**config.mk**
```make
export PLATFORM = sky130hd
export DESIGN_NAME = memflush_seq
export DESIGN_NICKNAME = d
export VERILOG_FILES = /design/src/rtl/memflush_seq_pkg.sv /design/src/rtl/memflush_seq_timeout.sv /design/src/rtl/memflush_seq.sv
export SDC_FILE = /design/constraint.sdc
export NUM_CORES = 1
export LEC_CHECK = 0
export BUFFER_PORTS_ARGS = -buffer_cell sky130_fd_sc_hd__buf_2
export CAP_MARGIN = 20
export CORE_MARGIN = 2
export CORE_UTILIZATION = 36
export CTS_BUF_LIST = sky130_fd_sc_hd__clkbuf_4
export CTS_CLUSTER_SIZE = 40
export DETAILED_ROUTE_END_ITERATION = 10
export PLACE_DENSITY_LB_ADDON = 0.25
export SLEW_MARGIN = 20
export SYNTH_ARGS = -nofsm -noshare
export SYNTH_HDL_FRONTEND = slang
export SYNTH_SLANG_ARGS = --single-unit
```
**constraint.sdc**
```tcl
create_clock -name clk_i -period 1.6 [get_ports clk_i]
set_input_delay 0.08 -clock clk_i [delete_from_list [all_inputs] [get_ports clk_i]]
set_output_delay 0.08 -clock clk_i [all_outputs]
set_load 0.005 [all_outputs]
```
**src/rtl/memflush_seq_pkg.sv**
```systemverilog
// memflush_seq_pkg: request codes, TLB flush types, sequencer states and decode helpers.
//   ASID_W / VPN_W : default operand widths (SV39)
//   sfence_flush   : SFENCE.VMA operand pattern -> TLB flush type
//   first_state    : first sequence state for an accepted request
package memflush_seq_pkg;
  localparam int ASID_W = 16;
  localparam int VPN_W = 27;
  typedef enum logic [2:0] {
    MF_FENCE_I    = 3'd0,
    MF_SFENCE_VMA = 3'd1,
    MF_EXCEPT_I   = 3'd2,
    MF_EXCEPT_D   = 3'd3,
    MF_ECALL      = 3'd4
  } mf_req_t;
  typedef enum logic [1:0] {
    NoFlush   = 2'd0,
    FlushAll  = 2'd1,
    FlushASID = 2'd2,
    FlushPage = 2'd3
  } tlb_flush_e;
  typedef enum logic [2:0] {
    MF_IDLE = 3'd0,
    MF_CLR  = 3'd1,
    MF_SYNC = 3'd2,
    MF_TLBF = 3'd3,
    MF_DONE = 3'd4
  } mf_state_e;
  function automatic tlb_flush_e sfence_flush(input logic rs1_zero, input logic rs2_zero);
    return !rs1_zero ? FlushPage : rs2_zero ? FlushAll : FlushASID;
  endfunction
  // FENCE.I and ECALL write back first; SFENCE and exceptions clear first; unknown codes finish at once.
  function automatic mf_state_e first_state(input mf_req_t t);
    return (t == MF_FENCE_I || t == MF_ECALL) ? MF_SYNC :
           (t == MF_SFENCE_VMA || t == MF_EXCEPT_I || t == MF_EXCEPT_D) ? MF_CLR : MF_DONE;
  endfunction
endpackage

```
**src/rtl/memflush_seq_timeout.sv**
```systemverilog
// sat_timeout_cnt: saturating wait counter that flags expiry after LIMIT cycles of enable.
//   clk_i, rst_n_i : clock, async active-low reset
//   clr_i          : synchronous clear to zero (priority over enable)
//   en_i           : count enable
//   expire_o       : counter sits at LIMIT-1
module sat_timeout_cnt #(
  parameter int LIMIT = 1024
) (
  input  logic clk_i,
  input  logic rst_n_i,
  input  logic clr_i,
  input  logic en_i,
  output logic expire_o
);
  localparam int W = $clog2(LIMIT);
  localparam logic [W-1:0] LAST = W'(LIMIT - 1);
  logic [W-1:0] r_cnt;
  always_ff @(posedge clk_i or negedge rst_n_i) begin
    if (!rst_n_i) r_cnt <= '0;
    else if (clr_i) r_cnt <= '0;
    else if (en_i && !expire_o) r_cnt <= r_cnt + 1'b1;
  end
  assign expire_o = r_cnt == LAST;
endmodule

```
**src/rtl/memflush_seq.sv**
```systemverilog
// memflush_seq: expands CU maintenance requests into MSHR clears, L1D->L2 sync and TLB flush.
//   clk_i, rst_n_i              : clock, async active-low reset
//   req_valid_i/req_ready_o     : request handshake (ready only when idle)
//   req_type_i, req_rs*_zero_i  : request code and SFENCE.VMA operand pattern
//   req_asid_i, req_vpn_i       : flush operands, captured on accept
//   stall_o, done_o, timeout_o  : busy, completion pulse, sticky sync timeout
//   clr_*/clear_dmshr_dregs_o   : one-cycle clear pulses
//   synch_l1dc_l2c_o            : write-back request level, l2c_update_done_i ends it
//   L1TLB/L2TLB_flush_type_o    : flush type, live only in the TLB flush cycle
//   flush_asid_o, flush_page_o  : captured flush operands
module memflush_seq
  import memflush_seq_pkg::*;
#(
  parameter int ASID_LEN = ASID_W,
  parameter int VPN_LEN = VPN_W,
  parameter int SYNC_TIMEOUT = 1024
) (
  input  logic                clk_i,
  input  logic                rst_n_i,
  input  logic                req_valid_i,
  output logic                req_ready_o,
  input  logic [2:0]          req_type_i,
  input  logic                req_rs1_zero_i,
  input  logic                req_rs2_zero_i,
  input  logic [ASID_LEN-1:0] req_asid_i,
  input  logic [VPN_LEN-1:0]  req_vpn_i,
  output logic                stall_o,
  output logic                done_o,
  output logic                timeout_o,
  output logic                clr_l1tlb_mshr_o,
  output logic                clr_l2tlb_mshr_o,
  output logic                clear_dmshr_dregs_o,
  output logic                synch_l1dc_l2c_o,
  input  logic                l2c_update_done_i,
  output logic [1:0]          L1TLB_flush_type_o,
  output logic [1:0]          L2TLB_flush_type_o,
  output logic [ASID_LEN-1:0] flush_asid_o,
  output logic [VPN_LEN-1:0]  flush_page_o
);
  mf_state_e r_state, w_next;
  mf_req_t r_type;
  tlb_flush_e r_flush;
  logic [ASID_LEN-1:0] r_asid;
  logic [VPN_LEN-1:0] r_vpn;
  logic r_timeout;
  logic w_accept, w_expire;
  mf_req_t w_req_type;
  assign w_req_type = mf_req_t'(req_type_i);
  assign w_accept = req_valid_i && r_state == MF_IDLE;
  sat_timeout_cnt #(.LIMIT(SYNC_TIMEOUT)) u_cnt (
    .clk_i   (clk_i),
    .rst_n_i (rst_n_i),
    .clr_i   (r_state != MF_SYNC),
    .en_i    (r_state == MF_SYNC),
    .expire_o(w_expire)
  );
  always_ff @(posedge clk_i or negedge rst_n_i) begin
    if (!rst_n_i) r_state <= MF_IDLE;
    else r_state <= w_next;
  end
  // After SYNC: FENCE.I clears the TLB MSHRs, SFENCE flushes the TLBs, ECALL is finished.
  always_comb begin
    w_next = r_state;
    case (r_state)
      MF_IDLE: w_next = req_valid_i ? first_state(w_req_type) : MF_IDLE;
      MF_CLR:  w_next = r_type == MF_SFENCE_VMA ? MF_SYNC : MF_DONE;
      MF_SYNC: w_next = l2c_update_done_i ? (r_type == MF_FENCE_I ? MF_CLR :
                                             r_type == MF_SFENCE_VMA ? MF_TLBF : MF_DONE) :
                        w_expire ? MF_DONE : MF_SYNC;
      MF_TLBF: w_next = MF_DONE;
      default: w_next = MF_IDLE;
    endcase
  end
  always_comb begin
    req_ready_o = r_state == MF_IDLE;
    stall_o = r_state != MF_IDLE;
    done_o = r_state == MF_DONE;
    clr_l1tlb_mshr_o = r_state == MF_CLR && r_type != MF_EXCEPT_D;
    clr_l2tlb_mshr_o = r_state == MF_CLR && r_type != MF_EXCEPT_D;
    clear_dmshr_dregs_o = r_state == MF_CLR && (r_type == MF_SFENCE_VMA || r_type == MF_EXCEPT_D);
    synch_l1dc_l2c_o = r_state == MF_SYNC;
    L1TLB_flush_type_o = r_state == MF_TLBF ? r_flush : NoFlush;
    L2TLB_flush_type_o = r_state == MF_TLBF ? r_flush : NoFlush;
    flush_asid_o = r_asid;
    flush_page_o = r_vpn;
    timeout_o = r_timeout;
  end
  always_ff @(posedge clk_i or negedge rst_n_i) begin
    if (!rst_n_i) begin
      r_type <= MF_FENCE_I;
      r_flush <= NoFlush;
      r_asid <= '0;
      r_vpn <= '0;
      r_timeout <= 1'b0;
    end else begin
      if (w_accept) begin
        r_type <= w_req_type;
        r_flush <= sfence_flush(req_rs1_zero_i, req_rs2_zero_i);
        r_asid <= req_asid_i;
        r_vpn <= req_vpn_i;
      end
      r_timeout <= w_accept ? 1'b0 :
                   (r_state == MF_SYNC && !l2c_update_done_i && w_expire) ? 1'b1 : r_timeout;
    end
  end
endmodule

```
==> impl_metrics.toml <==
[layout]
fillers = 673
syn2layout_area_growth_pct = 48.5
layout.nets = 419
final_common_cell = "buf_2"
final_cell_mix = "buf_2 (105), dfrtp_1 (62), dlygate4sd3_1 (50), mux2_4 (40), clkbuf_4 (11)"
layout-drive-gt1-share_pct = 50.1
final_cell_area_um2 = 4230
num_antenna_cells = 0

[sta]
worst_slew_pin_slew_ps = 328
rsz0062_at_grt = "yes"
setup_viol = 0
min_period_ps = 1570
slew_viol_final = 0
finalHoldViolations = 0
slew_headroom_pct = 78.2
tns_ps = 0
skew_ps = 13.6
timing.fmax_mhz = 635
fin_crit_sh_pct = 98.4

[pwr]
p_per_area_nw_per_um2 = 1610
irDropWorstVdd_v = 0.000547
power_leakage_uw = 0.00209

[floorplanning]
io_pins = 107
die_y_um = 92.9
die_w_um = 92.9
initial_core_util_pct = 37.0
die-area_um2 = 8640
rows = 32
core_area_um2 = 7690

[route]
drt_iter0_drc = 66
route.met2.wl_um = 3420
ant_nets = 0
wl_per_cell_um = 14.3
drc = 0
route.met3.wl_um = 323
met1_length_um = 2940
routed_wl_um = 6770
vias = 2153
first_pass_iters = 4
vias_per_cell = 4.55
routed.top_layer = "met4"

[synthesis]
yosysSeqAreaShare_pct = 54.5
syn_area_um2 = 2850
syn_area_per_cell_um2 = 14.5
ys_types = 37
ys_ff_latch = 62
syn_nets = 250
synthCells = 197
yosysWarnings = 0

[placement]
postPlaceCellArea_um2 = 3470
io_buffers = 106
gp_congestion = 0.783
dpl.hpwl_um = 4020

[global_route]
grt_start_max_net_pins = 63
grt_pass1_wl_um = 10600
grt_usage_pct = 15.9
grt_pass1_vias = 2210
grt_antenna_before_repair = 0
grt_overflow = 0

[clocking]
root_buffer = "clkbuf_4"
clock_latency_ps = 390
cts_tree = "yes"
cts.sinks = 62
cts_max_path_buffers = 2
clk_pin_slew_ps = 100
cts_max_level = 3
cts_buffers = 9

[setup_path]
crit_slowest_cell = "dfrtp_1"
path_max_fanout = 4
worstPathCellList = "buf_6 -> nor2b_4 -> nand2b_4 -> a31oi_4 -> buf_2"
crit_type = "flip-flop to output port"
critPathCaptureType = "output port"
required_ps = 1520
start_kind = "flip-flop"
arrival_ps = 1490
max_stage_delay_ps = 410

[min_path]
hold_path.class = "input port to async pin"

[outcome]
status = "complete, no violations"

[job]
max-cap-violations = 0
[stage by stage]
| stage | util, % | instances | total power (uW) | setup slack (ps) | hold WS [ps] |
|---|---|---|---|---|---|
| 2_1_floorplan | - | 197 | 4440 | 85.9 | -216 |
| 3_5_place_dp | 45.1 | 404 | 5290 | 69.2 | 124 |
| 4_1_cts | 54.2 | 471 | 6750 | -13.5 | 194 |
| 5_1_grt | 55.0 | 473 | 7270 | -68.3 | 234 |
| 3_3_place_gp | 45.1 | 404 | 5260 | 110 | 117 |
| 6_report | 55.0 | 473 | 6820 | 26.3 | 218 |
[where the power goes]
group          switching, uW  internal, uW  leakage (uW)
logic                   1130          1860       0.00125
registers                387          2220      0.000751
clock network            553           660     0.0000883
[cells in the mapped netlist, drive strengths merged]
cell type | instances | area share, %
nor2b | 2 | 0.44
nor3b | 1 | 0.26
mux2i | 1 | 0.35
xnor2 | 2 | 0.62
a21oi | 6 | 1.1
and2 | 1 | 0.31
nand3 | 2 | 0.35
ha | 1 | 0.44
nor3 | 4 | 1.1
nand2 | 7 | 0.92
nor2 | 11 | 1.6
a41oi | 1 | 0.31
a311oi | 1 | 0.31
o21ai | 4 | 0.70
nand4 | 4 | 0.88
a211o | 1 | 0.31
buf | 11 | 5.4
nand2b | 3 | 0.66
a31oi | 6 | 1.3
inv | 6 | 0.79
nand4b | 1 | 0.31
and4 | 3 | 0.92
nand3b | 1 | 0.26
a211oi | 2 | 0.88
and3 | 5 | 1.1
a31o | 1 | 0.31
mux2 | 45 | 23
o31a | 1 | 0.31
or3b | 1 | 0.31
dfrtp | 62 | 54
[cell families after synthesis]
kind of cell	after synthesis	share of synthesized area [%]
flops	62	54.5
mux	46	23.4
simple gates	46	9.40
compound gates	23	5.49
buf+inv	17	6.15
xor+xnor	2	0.615
fa+ha+maj	1	0.439
[layer usage]
metal  vias up  track usage, %
met4         0            6.62
met5         -               0
met1      1036            19.6
met2        65            26.5
li1       1044               -
met3         8            3.82
[registers in the layout (all words and copies together), names as in the netlist]
signal,cells
flush_asid_o,16
u_cnt.r_cnt,10
r_flush,2
r_type,3
timeout_o,1
flush_page_o,27
r_state,3
[area by class of cell]
class,count,area [um^2],share of cell area (%)
flip-flops and latches,62,1550,36.7
clock buffers,11,82.6,1.95
multi-input cells,118,1150,27.3
repair buffers,169,1210,28.7
inverters,6,25.0,0.592
well taps,102,128,3.02
clock inverters,5,73.8,1.75
[critical path: cells and delay by family (launching register included)]
family | cells | cell delay, ps
simple gates | 2 | 240
flops | 1 | 410
compound gates | 1 | 160
buf+inv | 2 | 290
[worst paths after layout]
path	from	to	slack [ps]	cells after the start
min in group clk_i	req_valid_i	timeout_o	270	4
worst min-delay path	rst_n_i	u_cnt.r_cnt[8]	220	3
worst min register to register	flush_page_o[0]	flush_page_o[0]	490	1
worst max register to register	r_state[1]	flush_page_o[4]	90	4
max in group asynchronous	rst_n_i	u_cnt.r_cnt[4]	1110	3
worst max-delay path	r_state[2]	clr_l2tlb_mshr_o	30	5
[timing repair]
action,in CTS,in global routing
setup buffers,1,0
endpoints found under the setup margin,8,22
cloned,0,2
hold endpoints to repair,112,0
resized for setup,8,2
hold buffers,50,0
pin swaps,1,1
Power figures use the tool's default switching activity.
